### config.mk
export PLATFORM = sky130hd
export DESIGN_NAME = cpu_sequencer
export DESIGN_NICKNAME = d
export VERILOG_FILES = /design/src/rtl/cpu_sequencer_pkg.sv /design/src/rtl/cpu_sequencer.sv
export SDC_FILE = /design/constraint.sdc
export NUM_CORES = 1
export LEC_CHECK = 0
export CAP_MARGIN = 25
export CORE_ASPECT_RATIO = 1.25
export CORE_MARGIN = 5
export CORE_UTILIZATION = 40
export DETAILED_ROUTE_END_ITERATION = 10
export HOLD_SLACK_MARGIN = 0.06
export PLACE_DENSITY_LB_ADDON = 0.08
export SYNTH_ARGS = -nofsm -noshare
export SYNTH_HDL_FRONTEND = slang
export SYNTH_SLANG_ARGS = --single-unit
### constraint.sdc
create_clock -name clk -period 4.76 [get_ports clk]
set_input_delay 0.476 -clock clk [delete_from_list [all_inputs] [get_ports clk]]
set_output_delay 0.476 -clock clk [all_outputs]
set_load 0.01 [all_outputs]
### src/rtl/cpu_sequencer_pkg.sv
// cpu_sequencer_pkg: shared encodings for the tiny-core multi-cycle sequencer.
//   seq_state_e - FSM state encoding (also exported on the debug `state` port)
//   INSTR_HALT  - instruction word that stops the core
package cpu_sequencer_pkg;

  typedef enum logic [2:0] {
    SEQ_IDLE   = 3'd0,
    SEQ_FETCH  = 3'd1,
    SEQ_DECODE = 3'd2,
    SEQ_EXEC   = 3'd3,
    SEQ_MEM    = 3'd4,
    SEQ_WB     = 3'd5,
    SEQ_HALT   = 3'd6,
    SEQ_PAUSE  = 3'd7
  } seq_state_e;

  localparam logic [15:0] INSTR_HALT = 16'hFFFF;

endpackage

### src/rtl/cpu_sequencer.sv
// cpu_sequencer: multi-cycle sequencer for the 16-bit tiny core.
// Owns PC/IR/MDR, walks each instruction through
// FETCH -> DECODE -> EXEC -> [MEM] -> [WB], shares the single-port memory
// between instruction fetch and load/store, and gates the control unit's
// write strobes to one pulse per instruction.
//
// Ports:
//   clk, rst_n            clock, async active-low reset
//   run                   execution enable, sampled at instruction boundaries
//   mem_req/we/addr/wdata memory request (held stable until mem_ready)
//   mem_rdata, mem_ready  memory response
//   ir, pc, mdr           architectural registers
//   cu_*                  decoded control from the external control unit
//   alu_result            ALU output / load-store effective address
//   store_data            register-file port-2 data (store data)
//   branch_taken/target   from the external branch unit
//   rf_we, flag_we        single-cycle write pulses in WB
//   halted, state         status / debug
//
// Config macro CPU_SEQ_STEP_EN: adds input `step`; every instruction
// boundary parks in PAUSE until a step pulse.
module cpu_sequencer
  import cpu_sequencer_pkg::*;
#(
  parameter int                  PC_WIDTH = 16,
  parameter logic [PC_WIDTH-1:0] RESET_PC = 16'h0000
) (
  input  logic                clk,
  input  logic                rst_n,
  input  logic                run,
`ifdef CPU_SEQ_STEP_EN
  input  logic                step,
`endif
  output logic                mem_req,
  output logic                mem_we,
  output logic [PC_WIDTH-1:0] mem_addr,
  output logic [15:0]         mem_wdata,
  input  logic [15:0]         mem_rdata,
  input  logic                mem_ready,
  output logic [15:0]         ir,
  output logic [PC_WIDTH-1:0] pc,
  output logic [15:0]         mdr,
  input  logic                cu_reg_write,
  input  logic                cu_mem_read,
  input  logic                cu_mem_write,
  input  logic                cu_flag_write,
  input  logic                cu_is_branch,
  input  logic [15:0]         alu_result,
  input  logic [15:0]         store_data,
  input  logic                branch_taken,
  input  logic [PC_WIDTH-1:0] branch_target,
  output logic                rf_we,
  output logic                flag_we,
  output logic                halted,
  output logic [2:0]          state
);

  seq_state_e          state_q, state_d, bnd_state;
  logic [PC_WIDTH-1:0] pc_q, pc_d, mem_addr_q, mem_addr_d;
  logic [15:0]         ir_q, ir_d, mdr_q, mdr_d;
  logic                mem_req_q, mem_req_d, mem_we_q, mem_we_d;
  logic                rf_we_q, rf_we_d, flag_we_q, flag_we_d;
  logic                halted_q, halted_d;

  always_comb begin
    state_d = state_q;
    pc_d    = pc_q;
    ir_d    = ir_q;
    mdr_d   = mdr_q;

    // Where an instruction goes once it has retired.
`ifdef CPU_SEQ_STEP_EN
    bnd_state = SEQ_PAUSE;
`else
    bnd_state = run ? SEQ_FETCH : SEQ_IDLE;
`endif

    case (state_q)
      SEQ_IDLE:   if (run) state_d = SEQ_FETCH;
      SEQ_FETCH:  if (mem_ready) begin
                    ir_d    = mem_rdata;
                    pc_d    = pc_q + {{(PC_WIDTH-1){1'b0}}, 1'b1};
                    state_d = SEQ_DECODE;
                  end
      SEQ_DECODE: state_d = (ir_q == INSTR_HALT) ? SEQ_HALT : SEQ_EXEC;
      SEQ_EXEC:   if (cu_is_branch) begin
                    if (branch_taken) pc_d = branch_target;
                    state_d = bnd_state;
                  end else if (cu_mem_read || cu_mem_write) begin
                    state_d = SEQ_MEM;
                  end else begin
                    state_d = SEQ_WB;
                  end
      SEQ_MEM:    if (mem_ready) begin
                    if (cu_mem_write) begin
                      state_d = bnd_state;
                    end else begin
                      mdr_d   = mem_rdata;
                      state_d = SEQ_WB;
                    end
                  end
      SEQ_WB:     state_d = bnd_state;
      SEQ_HALT:   state_d = SEQ_HALT;
`ifdef CPU_SEQ_STEP_EN
      SEQ_PAUSE:  if (step) state_d = run ? SEQ_FETCH : SEQ_IDLE;
`else
      SEQ_PAUSE:  state_d = SEQ_IDLE;
`endif
      default:    state_d = SEQ_IDLE;
    endcase

    // Outputs are registered: decode them from the state being entered so
    // they are valid in the first cycle of that state. IR is unchanged
    // through EXEC/MEM/WB, so the control unit's outputs (and alu_result)
    // are stable for the whole access, which keeps addr/we steady on waits.
    mem_req_d  = (state_d == SEQ_FETCH) || (state_d == SEQ_MEM);
    mem_we_d   = (state_d == SEQ_MEM) && cu_mem_write;
    mem_addr_d = '0;
    if (state_d == SEQ_FETCH)    mem_addr_d = pc_d;
    else if (state_d == SEQ_MEM) mem_addr_d = alu_result[PC_WIDTH-1:0];
    rf_we_d    = (state_d == SEQ_WB) && cu_reg_write;
    flag_we_d  = (state_d == SEQ_WB) && cu_flag_write;
    halted_d   = (state_d == SEQ_HALT);
  end

  always_ff @(posedge clk or negedge rst_n) begin
    if (!rst_n) begin
      state_q    <= SEQ_IDLE;
      pc_q       <= RESET_PC;
      ir_q       <= '0;
      mdr_q      <= '0;
      mem_req_q  <= 1'b0;
      mem_we_q   <= 1'b0;
      mem_addr_q <= '0;
      rf_we_q    <= 1'b0;
      flag_we_q  <= 1'b0;
      halted_q   <= 1'b0;
    end else begin
      state_q    <= state_d;
      pc_q       <= pc_d;
      ir_q       <= ir_d;
      mdr_q      <= mdr_d;
      mem_req_q  <= mem_req_d;
      mem_we_q   <= mem_we_d;
      mem_addr_q <= mem_addr_d;
      rf_we_q    <= rf_we_d;
      flag_we_q  <= flag_we_d;
      halted_q   <= halted_d;
    end
  end

  assign mem_req   = mem_req_q;
  assign mem_we    = mem_we_q;
  assign mem_addr  = mem_addr_q;
  assign mem_wdata = store_data;
  assign ir        = ir_q;
  assign pc        = pc_q;
  assign mdr       = mdr_q;
  assign rf_we     = rf_we_q;
  assign flag_we   = flag_we_q;
  assign halted    = halted_q;
  assign state     = state_q;

endmodule

==> run metrics, run 1 <==
first-pass GRT wire length ~16000 um; row count 39; Iter 0 DRT Violations between 150 and 200; die width ~95 um; Max transition margin 40.5%; post-synthesis sequential area ratio about half; R2R depth 5; synthesized flop and latch total 72; worst path bufs/invs 1; M1 WL 4030 um; clock latency on the worst-skew pair 0.33 ns; Synth Area in Simple Gates 14.9%; vias after detailed routing between 3000 and 4000; status completed; DRT antenna net count 0; Pre-antenna DRT Iters 4; fin crit share a little over half; largest family of logic cells by synthesized area compound AO/OA/AOI/OAI gates; hpwl dp approximately 7100 um; Setup CP Type reg -> reg; Worst-path clk slew ~0.06 ns; multiplexer area fraction after synthesis 10.4%; die height between 100 and 150 um; FF-to-FF Start state[0]; share of cells above drive strength 1 14.6%; Tmin final ~2.6 ns; LEAKAGE about 2.1 nW; RSZ-0062 raised after global routing no; Antenna Cells 0; initial core utilization between 40 and 50%; Post-CTS Hold Buffers 0; Critical Path Max Stage Delay about 0.75 ns; clk sinks 72; CTS resizes 0; GRT Overall Usage 18.6%; P per Cell Area around 630 nW/um^2; Post-Synth XOR/XNOR Area 0%; number of synthesized flops with an enable pin 0; fmax 392 MHz; syn nets roughly 410; crit-path cells and2b_1 -> a32oi_2 -> nor3_2 -> buf_4 -> a22o_1; most common flop cell mapped by yosys dfrtp_1; DR WL met2 between 4000 and 5000 um; Fin. Hold Viols 0; fin nets approximately 510; grt total ovfl 0; largest net degree at the start of global routing 73; placer congestion estimate ~0.80; CTS buffer count 9; DRC 0; number of global-route vias before repair between 3000 and 4000; Area Overhead vs Synth 41.4%; via density per instance ~5.5; top sig layer met4; Post-Syn Area 3640 um^2; TritonCTS clock tree built; top cells by area, synth dfrtp_1 (49%), mux2_2 (9.9%), buf_4 (4.1%), a22o_1 (4.1%), nand4_1 (2.2%); die area 11100 um^2; Worst VDD drop slightly above 0.3 mV; Yosys top cell area share 49.5%; Post-CTS Setup Bufs 0; hold crit path type in -> async; Worst Setup SP state[0]; Ports ~160; clock buffer depth 2; crit-path leading delay family simple AND/OR/NAND/NOR gates; hold_ws between 0.2 and 0.3 ns; Synth Warn # 0; Critical Path End Type register; worst-path fanout max 24; Max H-tree Level 3; Syn Area/Cell 11.0 um^2; Core Area 9030 um^2; startpoint types register; final wirelength between 9000 and 10000 um; slowest CP cell and2b_1; max-cap violation count 0; Synth Area in Adders less than 1%; cell taking the most area after synthesis dfrtp_1; fillers ~800; Synth Instances 330; metal3 WL 834 um; worst path required time 5.02 ns; # setup viols final 0; WP data arrival ~2.8 ns; synth unique cells 58; Worst Skew between 0.004 and 0.005 ns; setup TNS 0 ns; Slew Viols, Final 0; Worst path depth 5; async set-reset flop share out of synthesis 100%; IO Port Bufs 129; Compound-Gate Fraction of Synth Area between 15 and 20%; antenna violations before repair 0; Slew @ Worst Pin approximately 0.9 ns; Layout Utilization 57.1%; Root Driver clkbuf_16; WL/cell roughly 18 um
## layer usage
layer,track usage [%],vias to the layer above
met4,5.97,0
li1,-,1434
met3,6.19,9
met1,22.7,1512
met2,31.1,124
met5,0,-
## cell usage after synthesis (2+ instances only)
cell	number
nor4_2	2
dfrtp_1	72
a211oi_1	2
a22o_1	17
o221a_2	3
and3_1	9
nor3_2	2
nor2_1	9
a41oi_1	2
nor4_1	2
buf_4	20
o22ai_1	13
o22a_1	3
a221oi_1	2
a21o_1	3
clkbuf_1	6
nand3b_1	2
nand4_1	13
inv_1	7
and2b_1	2
nor3_1	8
mux2i_1	2
and4_1	2
mux2_2	32
o21a_1	2
a31oi_1	4
o21ai_0	7
nand3_1	9
buf_2	12
and2_1	6
nand2b_1	3
nand2_1	18
nor2b_1	2
a21oi_1	8
## registers in the layout, summed over array words and instances, names as in the netlist
signal,cells
ir,16
mdr,16
mem_addr,16
pc,16
state,3
flag_we,1
halted,1
mem_req,1
mem_we,1
rf_we,1
## through the flow
step / worst slack, ns / cell area (um^2) / instances / total power [W]
after floorplan: 2.89 / 3640 / 330 / 0.00192
after global placement: 2.21 / 4870 / 546 / 0.00261
after detailed placement: 2.19 / 4870 / 546 / 0.00262
after CTS: 2.18 / 5150 / 562 / 0.00328
after global routing: 2.00 / 5150 / 562 / 0.00348
final: 2.21 / 5150 / 562 / 0.00325
## report_power, final
part | switching [W] | internal (W)
clock network | 0.000247 | 0.000395
logic | 0.000678 | 0.000820
registers | 0.000243 | 0.000864
total | 0.00117 | 0.00208
## cells by family (layout without fill, tap and decap cells)
logic type               after synthesis  after routing
multiplexers                          34             34
AND/OR/NAND/NOR                       94             94
buffers and inverters                 47            156
flip-flops                            72             72
adder cells (fa/ha/maj)                1              1
AO/OA/AOI/OAI                         82             82
## cell usage in the layout, fill, tap and decap left out, drive strengths merged, types with 4 or more instances in the layout
| master | Yosys | routed |
|---|---|---|
| o22ai | 13 | 13 |
| dfrtp | 72 | 72 |
| a22o | 17 | 17 |
| o21ai | 8 | 8 |
| nor3 | 10 | 10 |
| nand3 | 10 | 10 |
| buf | 33 | 5 |
| nor4 | 4 | 4 |
| and3 | 9 | 9 |
| and2 | 6 | 6 |
| clkdlybuf4s50 | 0 | 128 |
| nand4 | 13 | 13 |
| nor2 | 9 | 9 |
| a31oi | 4 | 4 |
| nand2 | 18 | 18 |
| mux2 | 32 | 32 |
| a21oi | 9 | 9 |
| clkbuf | 7 | 14 |
| inv | 7 | 7 |
## area by class of cell
type / count / area [um^2] / share of cell area (%)
sequential: 72 / 1800 / 35.0
multi-input combinational: 211 / 1570 / 30.4
timing repair buffer: 133 / 1320 / 25.6
clock buffer: 14 / 274 / 5.32
tap: 123 / 154 / 2.99
inverter: 7 / 26.3 / 0.510
clock inverter: 2 / 12.5 / 0.243
## worst paths after layout
check	slack [ns]	endpoint
max	2.21	mem_addr[13]
min	0.28	pc[14]
max reg2reg	2.21	mem_addr[13]
min reg2reg	0.51	mdr[9]
max in group asynchronous	3.91	mdr[2]
min in group clk	0.51	mdr[9]
(Power assumes the default switching activity.)
==> run 2, diff against run 1 <==
- clock period: 4.76 -> 2.65 ns (I/O delays scaled with it)
==> run 2 against run 1 <==
Net effect:
- total power increased by 88%
- critical path depth is the same
- utilization rose by 1.2 points
- highest routed layer unchanged
- largest power group unchanged
- first-iteration DRC count down 20%
- setup slack worse by 1.7 ns
- non-clock buffer count up 6
- register-to-register slack lost 1.7 ns
- sequential share of layout area fell by 0.72 points
==> run metrics, run 2 (same netlist as run 1, synthesis figures left out) <==
number of global-route vias before repair 3263 (+3.9%); status completed; WL/cell 17.9 um (+1.6%); LEAKAGE 2.18 nW (+2.8%); worst path required time 2.92 ns (-2.10 ns); TritonCTS clock tree built; fillers 773 (-3.0%); Worst VDD drop 0.626 mV (+110%); Max transition margin 39.6% (-0.88 points); Antenna Cells 0 (unchanged); clk sinks 72 (unchanged); Ports 162 (unchanged); fin nets 515 (+1.2%); # setup viols final 0 (unchanged); P per Cell Area 1160 nW/um^2 (+85%); Fin. Hold Viols 0 (unchanged); hold_ws 0.0368 ns (-0.244 ns); die height 117 um (unchanged); Critical Path End Type register; FF-to-FF End mem_addr[5]; IO Port Bufs 129 (unchanged); CTS resizes 0 (unchanged); grt total ovfl 0 (unchanged); R2R depth 5 (unchanged); Setup CP Type reg -> reg; vias after detailed routing 3070 (-0.29%); RSZ-0062 raised after global routing no; first-pass GRT wire length 16100 um (+0.52%); Pre-antenna DRT Iters 4 (unchanged); setup TNS 0 ns (unchanged); WP data arrival 2.36 ns (-0.45 ns); clock latency on the worst-skew pair 0.33 ns (about the same); antenna violations before repair 0 (unchanged); Max H-tree Level 3 (unchanged); highest-count cells in the layout ignoring fill and taps clkdlybuf4s50_1 (128), dfrtp_1 (72), mux2_2 (32); die width 95.4 um (unchanged); hpwl dp 7400 um (+4.5%); Tmin final 2.10 ns (-0.452 ns); fmax 477 MHz (+22%); Slew @ Worst Pin 0.906 ns (+0.0133 ns); Core Area 9030 um^2 (unchanged); Iter 0 DRT Violations 130 (-20%); Post-CTS Hold Buffers 0 (unchanged); CTS buffer count 9 (unchanged); placer congestion estimate 0.868 (+9.1%); Slew Viols, Final 0 (unchanged); worst-path fanout max 15 (-38%); final wirelength 10200 um (+2.7%); fin crit share 79.2% (+26 points); Post-CTS Setup Bufs 0 (unchanged); Layout Utilization 58.3% (+1.2 points); via density per instance 5.40 (-1.3%); reg-to-reg slack, setup 0.55 ns (-1.66 ns); Finished Cell Area 5260 um^2 (+2.1%); max-cap violation count 0 (unchanged); Worst-path clk slew 0.06 ns (about the same); die area 11100 um^2 (unchanged); Worst Skew 0.00667 ns (+0.00170 ns); startpoint types register; Area Overhead vs Synth 44.4%; clock buffer depth 2 (unchanged); DRC 0 (unchanged); initial core utilization 40.4% (unchanged); row count 39 (unchanged); share of cells above drive strength 1 16.0% (+1.4 points); GRT Overall Usage 19.1% (+0.43 points); Area after DPL 4920 um^2 (+1.0%); largest net degree at the start of global routing 73 (unchanged); DRT antenna net count 0 (unchanged); hold crit path type in -> async; Root Driver clkbuf_16; commonest non-fill, non-tap cell in the layout clkdlybuf4s50_1; FF-to-FF Start state[2]
-- run 2: stage by stage --
stage	power (W)	instances	worst slack [ns]
final	0.00612	568	0.552
after global routing	0.00653	568	0.385
after detailed placement	0.00476	552	0.269
after global placement	0.00471	551	0.0302
after CTS	0.00620	568	0.519
after floorplan	0.00345	330	0.776
-- run 2: power by group --
group,switching (W),internal [W],leakage [nW]
clock,0.000457,0.000945,0.170
combinational,0.00124,0.00150,1.09
sequential,0.000430,0.00155,0.924
total,0.00212,0.00400,2.18
-- run 2: worst max path at each step --
stage	slack [ns]	startpoint	end	cells after the start
3_3_place_gp	0.03	mem_ready	mem_addr[5]	6
5_1_grt	0.38	state[2]	mem_addr[2]	5
3_5_place_dp	0.27	mem_ready	mem_addr[1]	6
4_1_cts	0.52	state[2]	mem_addr[12]	5
6_report	0.55	state[2]	mem_addr[5]	5
2_1_floorplan	0.78	state[2]	ir[0]	5
-- run 2: layer usage --
layer	track usage [%]	vias up	part of all wire [%]
met5	0	-	0
met3	6.06	12	7.8
met2	32.6	113	52
met1	21.6	1492	39
li1	-	1453	-
met4	8.85	0	1.9
-- run 2: final cells by class --
class                   count  area (um^2)  area share [%]
clock buffers              11          243            4.61
multi-input cells         211         1570            29.8
flip-flops and latches     72         1800            34.2
well taps                 123          154            2.92
clock inverters             5          104            1.97
repair buffers            139         1370            26.0
inverters                   7         26.3           0.499
-- run 2: critical path, stage by stage, from the launching register on --
cell and delay (ns):
dfrtp_1 0.55, and2b_1 0.27, a32oi_2 0.31, a21boi_0 0.30, o21a_2 0.40, a22o_1 0.19
